==> src/rtl/rf_pkg.sv <==
// rf_pkg: shared definitions for the register-file write-port controller.
//   DATA_WIDTH / ADDR_WIDTH : default widths for the 32x32 register file
//   NUM_REGS                : register count implied by ADDR_WIDTH
//   state_t                 : controller state encoding
//   wreq_t                  : write request record (valid, addr, data)
package rf_pkg;

    localparam int DATA_WIDTH = 32;
    localparam int ADDR_WIDTH = 5;
    localparam int NUM_REGS   = 2 ** ADDR_WIDTH;

    typedef enum logic {
        INIT = 1'b0,
        ARB  = 1'b1
    } state_t;

    typedef struct packed {
        logic                  valid;
        logic [ADDR_WIDTH-1:0] addr;
        logic [DATA_WIDTH-1:0] data;
    } wreq_t;

endpackage

==> src/rtl/rf_wport_ctrl_rr_arb2.sv <==
// rr_arb2: two-way round-robin arbiter.
//   clk, rst : clock, synchronous active-high reset
//   req[1:0] : request lines (already qualified by the caller)
//   fire     : a transfer to the current grant happened this cycle
//   gnt[1:0] : one-hot grant, combinational from req and the priority bit
// The priority bit points at the requester that wins a tie; after a fire it
// moves to the requester that did not fire.
module rr_arb2 (
    input  logic       clk,
    input  logic       rst,
    input  logic [1:0] req,
    input  logic       fire,
    output logic [1:0] gnt
);

    logic prio;

    always_comb begin
        gnt = 2'b00;
        case (req)
            2'b01:   gnt = 2'b01;
            2'b10:   gnt = 2'b10;
            2'b11:   gnt = prio ? 2'b10 : 2'b01;
            default: gnt = 2'b00;
        endcase
    end

    // Fire to req0 hands the tie to req1 and vice versa.
    always_ff @(posedge clk) begin
        if (rst) begin
            prio <= 1'b0;
        end else if (fire) begin
            prio <= gnt[0];
        end
    end

endmodule

==> src/rtl/rf_wport_ctrl.sv <==
// rf_wport_ctrl: write-port controller for the general-purpose register file.
// After reset it sweeps zeros into registers 1..NUM_REGS-1, then arbitrates
// the single write port between two valid/ready requesters.
//   clk, rst                        : clock, synchronous active-high reset
//   req0_valid/addr/data, req0_ready: ALU writeback requester
//   req1_valid/addr/data, req1_ready: load writeback requester
//   rf_wen, rf_waddr, rf_wdata      : registered register-file write port
//   init_done                       : zero sweep finished, arbitration live
//   zero_drop                       : pulse, accepted write to r0 discarded
//
// state | meaning
// ------+-----------------------------------------------------------
// INIT  | zero sweep, one register per cycle from cnt=1, readies low
// ARB   | round-robin arbitration, one write per fire
module rf_wport_ctrl
    import rf_pkg::*;
#(
    parameter int DATA_WIDTH = rf_pkg::DATA_WIDTH,
    parameter int ADDR_WIDTH = rf_pkg::ADDR_WIDTH
) (
    input  logic                  clk,
    input  logic                  rst,
    input  logic                  req0_valid,
    input  logic [ADDR_WIDTH-1:0] req0_addr,
    input  logic [DATA_WIDTH-1:0] req0_data,
    output logic                  req0_ready,
    input  logic                  req1_valid,
    input  logic [ADDR_WIDTH-1:0] req1_addr,
    input  logic [DATA_WIDTH-1:0] req1_data,
    output logic                  req1_ready,
    output logic                  rf_wen,
    output logic [ADDR_WIDTH-1:0] rf_waddr,
    output logic [DATA_WIDTH-1:0] rf_wdata,
    output logic                  init_done,
    output logic                  zero_drop
);

    localparam int CNT_W     = ADDR_WIDTH + 1;
    localparam int NREGS     = 2 ** ADDR_WIDTH;
    // One extra counter bit keeps the last-address compare from wrapping.
    localparam logic [CNT_W-1:0] CNT_LAST = CNT_W'(NREGS - 1);

    state_t                state;
    logic [CNT_W-1:0]      cnt;
    logic [1:0]            req_vec;
    logic [1:0]            gnt;
    logic                  fire;
    logic [ADDR_WIDTH-1:0] sel_addr;
    logic [DATA_WIDTH-1:0] sel_data;

    // Requests are masked outside ARB and during reset so no ready can rise.
    assign req_vec = {req1_valid, req0_valid} & {2{(state == ARB) && !rst}};

    rr_arb2 u_arb (
        .clk  (clk),
        .rst  (rst),
        .req  (req_vec),
        .fire (fire),
        .gnt  (gnt)
    );

    assign req0_ready = gnt[0];
    assign req1_ready = gnt[1];
    // A grant is only ever given to a valid requester, so any grant is a fire.
    assign fire       = |gnt;
    assign sel_addr   = gnt[1] ? req1_addr : req0_addr;
    assign sel_data   = gnt[1] ? req1_data : req0_data;

    always_ff @(posedge clk) begin
        if (rst) begin
            state     <= INIT;
            cnt       <= CNT_W'(1);
            rf_wen    <= 1'b0;
            rf_waddr  <= '0;
            rf_wdata  <= '0;
            init_done <= 1'b0;
            zero_drop <= 1'b0;
        end else begin
            case (state)
                INIT: begin
                    rf_wen    <= 1'b1;
                    rf_waddr  <= cnt[ADDR_WIDTH-1:0];
                    rf_wdata  <= '0;
                    zero_drop <= 1'b0;
                    cnt       <= cnt + CNT_W'(1);
                    if (cnt == CNT_LAST) begin
                        state     <= ARB;
                        init_done <= 1'b1;
                    end
                end
                ARB: begin
                    rf_wen    <= 1'b0;
                    zero_drop <= 1'b0;
                    if (fire) begin
                        rf_waddr  <= sel_addr;
                        rf_wdata  <= sel_data;
                        // r0 is hardwired zero: complete the handshake, drop the write.
                        rf_wen    <= (sel_addr != '0);
                        zero_drop <= (sel_addr == '0);
                    end
                end
                default: begin
                    state <= INIT;
                    cnt   <= CNT_W'(1);
                end
            endcase
        end
    end

endmodule

==> config.mk <==
export PLATFORM = sky130hd
export DESIGN_NAME = rf_wport_ctrl
export DESIGN_NICKNAME = d
export VERILOG_FILES = /design/src/rtl/rf_pkg.sv /design/src/rtl/rf_wport_ctrl_rr_arb2.sv /design/src/rtl/rf_wport_ctrl.sv
export SDC_FILE = /design/constraint.sdc
export NUM_CORES = 1
export LEC_CHECK = 0
export CAP_MARGIN = 15
export CORE_UTILIZATION = 36
export DETAILED_ROUTE_END_ITERATION = 16
export HOLD_SLACK_MARGIN = 0.06
export PLACE_DENSITY = 0.85
export SYNTH_ARGS = -nofsm -noshare
export SYNTH_HDL_FRONTEND = slang
export SYNTH_HIERARCHICAL = 1
export SYNTH_SLANG_ARGS = --single-unit
==> constraint.sdc <==
create_clock -name clk -period 1.97 [get_ports clk]
set_input_delay 0.394 -clock clk [delete_from_list [all_inputs] [get_ports clk]]
set_output_delay 0.394 -clock clk [all_outputs]
set_load 0.01 [all_outputs]
After elaboration in Yosys (flattened, before gate mapping)
Index checks and enable logic that the tools add are counted.
{"block": "word_totals", "ff_bits": 48, "in_bits": 78, "output_inout_bits": 42, "word_cells": 36}
{"block": "op_classes", "n_addsub": 1, "eq_ne": 5, "n_mux": 14, "bitwise_logic": 2, "n_reduce_logical": 6}
{"operator": "2-to-1 mux 32 bit", "n": 2}
{"operator": "case mux 32 bit (2 select lines)", "n": 1}
{"operator": "2-to-1 mux 5 bit", "n": 2}
{"operator": "case mux 5 bit (2 select lines)", "n": 1}
{"operator": "adder 6 x 1 -> 6 bit, second input constant", "n": 1}
{"operator": "equality test 6 x 5 -> 1 bit, second input constant", "n": 1}
{"operator": "case mux 2 bit (3 select lines)", "n": 1}
{"operator": "logical NOT 5 bit", "n": 1}
{"operator": "nonzero test 5 bit", "n": 1}
{"operator": "equality test 2 bit, second input constant", "n": 2}
{"operator": "2-to-1 mux 1 bit", "n": 4}
{"operator": "case mux 1 bit (2 select lines)", "n": 2}
{"operator": "AND 2 bit", "n": 1}
{"operator": "equality test 2 x 1 -> 1 bit, second input constant", "n": 1}
{"operator": "2-to-1 mux 2 bit", "n": 1}
{"operator": "!= test 2 x 1 -> 1 bit, second input constant", "n": 1}
{"operator": "AND reduction 2 bit", "n": 1}
{"operator": "OR reduction 2 bit", "n": 1}
{"operator": "logical AND 1 bit", "n": 1}
{"operator": "logical NOT 1 bit", "n": 1}
{"operator": "NOT 1 bit", "n": 1}

Logic depth before layout (Yosys ltp)
{"block": "depth", "word_depth": 9, "depth_mapped": 11, "ltp_nobuf": 7}

By module
Netlist, hierarchy kept.
{"mod": "rf_wport_ctrl", "n_inst": 1, "cells_each": 217, "area_each_um2": 2334.7, "seq_area_each_um2": 940.9}
{"mod": "rr_arb2", "n_inst": 1, "cells_each": 7, "area_each_um2": 67.6, "seq_area_each_um2": 20.0}

Worst setup path after synthesis
Ideal clock, no wire load.
{"block": "synth_timing", "path_type": "input port to flip-flop", "from": "input rst", "to": "register rf_wdata[0]", "setup_ps": 117, "arrival_time_ps": 2107, "required_ps": 1853, "slack_ps": -254, "stages": 10, "n_path_buf": 5, "cell_sequence": "nand2b_1 -> clkbuf_1 -> buf_2 -> nor2_1 -> a21boi_0 -> buf_2 -> buf_6 -> buf_4 -> mux2i_1 -> nor2_1"}
{"block": "synth_between", "elab_chain_cells": 8, "word_cells_on_any_way": 12, "classes_between": "eq/ne (4); mux (4); bitwise (1); reduce/logical (3)"}
{"element": "start, declared", "line": "rf_wport_ctrl.sv:22", "text": "input logic rst,"}
{"element": "logical NOT 1 bit *", "line": "rf_wport_ctrl.sv:52", "text": "assign req_vec = {req1_valid, req0_valid} & {2{(state == ARB) && !rst}};"}
{"element": "logical AND 1 bit *", "line": "rf_wport_ctrl.sv:52"}
{"element": "AND 2 bit *", "line": "rf_wport_ctrl.sv:52"}
{"element": "named net req_vec[1]", "line": "rf_wport_ctrl.sv:45", "text": "logic [1:0] req_vec;"}
{"element": "equality test 2 bit / equality test 2 x 1 -> 1 bit (equally long branches)", "line": "rf_wport_ctrl_rr_arb2.sv:20", "text": "case (req)"}
{"element": "case mux 2 bit (3 select lines) *", "line": "rf_wport_ctrl_rr_arb2.sv:20"}
{"element": "named net req1_ready", "line": "rf_wport_ctrl.sv:30", "text": "output logic req1_ready,"}
{"element": "2-to-1 mux 32 bit", "line": "rf_wport_ctrl.sv:67", "text": "assign sel_data = gnt[1] ? req1_data : req0_data;"}
{"element": "2-to-1 mux 32 bit", "line": "rf_wport_ctrl.sv:94", "text": "if (fire) begin"}
{"element": "case mux 32 bit (2 select lines)", "line": "rf_wport_ctrl.sv:79", "text": "case (state)"}
{"element": "end signal, assigned", "line": "rf_wport_ctrl.sv:96", "text": "rf_wdata <= sel_data;"}
{"element": "end, declared", "line": "rf_wport_ctrl.sv:33", "text": "output logic [DATA_WIDTH-1:0] rf_wdata,"}
Mark *: on every way through the listed nets, which the timed path passes. The rest lies on a longest branch. The select of a mux whose other input is x is not followed.
A chain may end at the register's enable or synchronous reset.

Final worst setup path
{"block": "layout_timing", "from": "input req1_valid", "to": "output req1_ready"}
{"block": "layout_between", "elab_chain_cells": 3, "word_cells_on_any_way": 5, "classes_between": "eq/ne (3); mux (1); bitwise (1)"}
{"element": "start, declared", "line": "rf_wport_ctrl.sv:27", "text": "input logic req1_valid,"}
{"element": "AND 2 bit *", "line": "rf_wport_ctrl.sv:52"}
{"element": "named net req_vec[1]", "line": "rf_wport_ctrl.sv:45"}
{"element": "equality test 2 bit / equality test 2 x 1 -> 1 bit (equally long branches)", "line": "rf_wport_ctrl_rr_arb2.sv:20"}
{"element": "case mux 2 bit (3 select lines) *", "line": "rf_wport_ctrl_rr_arb2.sv:20"}
{"element": "end, declared", "line": "rf_wport_ctrl.sv:30"}
Mark *: on every way through the listed nets, which the timed path passes. The rest lies on a longest branch.

==> results.md <==
* Crit. End Element: primary output
* Synth Warn # at 6
* Fin. Hold Viols at 0
* Fmax at 529 MHz
* Clock latency on the worst-skew pair at 0.30 ns
* Slew margin rel. at 71.2%
* CTS root buffer: clkbuf_8
* Initial drt markers at 29
* Core area at 6390 µm²
* Initial core utilization at 37.6%
* Setup Skew at 0.00483 ns
* Post-Syn Instances at 224
* Vias in the first global route at 2,163
* Crit start category: input pin
* Pwr Density at 451 nW/µm²
* Status: finished clean
* FF+latch count, synth at 48
* Vias at 2,081
* Initial antenna violation count at 0
* GP Congestion at 0.749
* Req. time, crit path at 1.58 ns
* Synth-to-layout area growth at 64.7%
* Clock-pin slew of the registers on the worst-case setup and hold paths at 0.08 ns
* Arr. time, crit path at 1.50 ns
* Antenna Nets Post-Route at 0
* Synthesized Nets at 303
* Std-Cell Rows at 29
* DR WL/cell at 14.6 µm
* # setup viols final at 0
* Reg-to-Reg Start: state
* Cts bufs inserted at 5
* Peak VDD IR at 0.266 mV
* Static leakage at 1.40 nW
* Yosys top cell by area: dfxtp_1
* Cell Chain, Critical Path: clkdlybuf4s50_1, inv_1, nor2_4, a21boi_4, clkdlybuf4s15_2
* Max-slew violation count at 0
* Global-route wire length before repair at 10,200 µm
* Design Area, Final at 3960 µm²
* Die Y at 83.7 µm
* Inst Count DP at 416
* Post-Syn Area per Cell at 10.7 µm²
* Boundary Pins at 120
* Number of fill cells at 531
* Worst setup margin at 0.0801 ns
* Total track usage at 18.2%
* Ant. Diodes at 0
* Library cells used by synthesis at 35
* Path depth of the worst reg2reg path at 8
* CP max stage cell: clkdlybuf4s50_1
* HPWL after DPL at 4460 µm
* Worst setup endpoint: req1_ready
* Top cells by area, synth: dfxtp_1 (40%), mux2i_1 (16%), mux2_4 (12%)
* Die X-Extent at 83.7 µm
* Clk buf depth at 2
* Share of synthesized area occupied by flip-flops and latches at 40.0%
* Fin cells at 429
* Layout cells sized above 1 at 21.0%
* IO Port Bufs at 119
* Pre-antenna DRT Iters at 4
* Vias/cell at 4.85
* CP peak stage delay at 0.45 ns
* Minimum clock period at 1.89 ns
* Total power at 0.00178 W
* Smallest hold slack at 0.498 ns
* Setup CP Type: in2out
* Cell area after synthesis at 2400 µm²
* Crit-path max FO at 3
* Worst R2R Setup Slack at 0.20 ns
* Clock Sinks at 48
* Setup crit start: req1_valid
* Crit Reg-Reg Endpoint: rf_wdata[4]
* Nets@finish at 431
* Pre-CTS setup slack at -0.440 ns
* RSZ-0062 raised after global routing: no
* DP Area at 3710 µm²
* Worst hold path class: reg2reg
* Total Wirelength at 6250 µm
* H-tree depth at 2
* Die Area at 7000 µm²
* Max-capacitance violation count at 0
* Gr ovfl total at 0
* Least-Margin Pin Slew at 0.432 ns
* CTS tree: done
* Residual DRC count at 0
* Largest net degree at the start of global routing at 40
* Final period utilization at 95.9%
* Top cell type's share of synthesized area at 40.0%
==> per-stage QoR <==
stage	utilization (%)	TNS [ns]
floorplan	-	-0.785
global placement	58.1	-13.82
detailed placement	58.1	-15.38
CTS	61.5	0
global route	62.0	0
finish	62.0	0
==> how the worst min path moves through the flow <==
stage	start	endpoint	slack, ns	cells after the start
floorplan	cnt[5]	cnt[5]	0.46	2
global placement	cnt[5]	cnt[5]	0.47	2
global route	init_done	init_done	0.53	2
CTS	cnt[5]	cnt[5]	0.50	2
finish	init_done	init_done	0.50	2
detailed placement	cnt[5]	cnt[5]	0.48	2
==> flip-flops by register name (all words and copies together), names as in the netlist <==
signal and flops:
rf_wdata 32, cnt 6, rf_waddr 5, init_done 1
rf_wen 1, state 1, u_arb/prio 1, zero_drop 1
==> worst max-delay path: cells and delay by family <==
family	cells	cell delay [ns]
buffers and inverters	3	0.76
AOI/OAI and AO/OA	1	0.20
and+or+nand+nor	1	0.13
==> cell usage after synthesis <==
cell	number
dfxtp_1	48
nor2_1	40
mux2i_1	38
mux2_4	19
mux2_2	18
buf_2	8
inv_1	6
o22ai_1	6
nand2b_1	5
buf_6	4
nand2_1	3
buf_4	2
clkbuf_1	2
nor3_1	2
or2b_1	2
xor2_1	2
a21boi_0	1
a21boi_2	1
a21o_1	1
a21oi_1	1
a31o_1	1
ha_1	1
nand4b_1	1
nand4b_2	1
nor2b_1	1
nor3b_1	1
nor3b_2	1
nor4_1	1
nor4b_1	1
o21ai_0	1
o22ai_2	1
o2bb2ai_1	1
or3_1	1
or4_4	1
xnor2_1	1
==> layout by cell type, fill, tap and decap left out, types with 3 or more instances in the layout <==
| cell | instances |
|---|---|
| mux2_2 | 18 |
| o22ai_1 | 6 |
| buf_6 | 3 |
| inv_1 | 5 |
| nor2_1 | 38 |
| mux2i_1 | 38 |
| buf_4 | 9 |
| clkdlybuf4s50_1 | 116 |
| mux2_4 | 19 |
| dfxtp_1 | 48 |
| clkbuf_8 | 5 |
| nand2_1 | 3 |
| nand2b_1 | 4 |
| buf_12 | 3 |
==> per-layer routing <==
layer	vias up	share of wire (%)	global-route usage, %
li1	1031	-	-
met2	73	51	33.0
met4	0	1.2	3.85
met5	-	0	0
met1	969	41	21.2
met3	8	6.3	5.04
==> cells by family (layout without fill, tap and decap cells) <==
kind of cell	count (synthesis)	after routing	share of synthesized area, %
AOI/OAI and AO/OA	14	14	4.32
xor gates and xnor gates	3	3	1.09
adders and majority gates	1	1	0.521
buffers and inverters	22	150	5.42
DFF	48	48	40.0
muxes	75	75	36.1
and+or+nand+nor	61	61	12.5
==> power breakdown <==
group	total (W)	leakage, nW	internal, W	switching (W)
logic	0.000227	0.971	0.000171	0.0000557
registers	0.000998	0.388	0.000984	0.0000133
clock network	0.000559	0.0410	0.000242	0.000317
==> layout make-up <==
class / count / area (µm²) / share of cell area (%)
Clock buffer: 6 / 72.6 / 1.83
Clock inverter: 1 / 5.00 / 0.126
Inverter: 6 / 22.5 / 0.569
Multi-Input combinational cell: 154 / 1360 / 34.3
Sequential cell: 48 / 961 / 24.3
Tap cell: 77 / 96.3 / 2.43
Timing Repair Buffer: 137 / 1440 / 36.5
==> timing repair <==
action                                  in CTS  in global routing
hold buffers                                 0                  0
endpoints found under the setup margin      32                 11
pin swaps                                    1                  1
cloned                                       2                  1
resized for setup                           19                  4
setup buffers                                3                  0
endpoints found under the hold margin        0                  0
(Power assumes the default switching activity.)
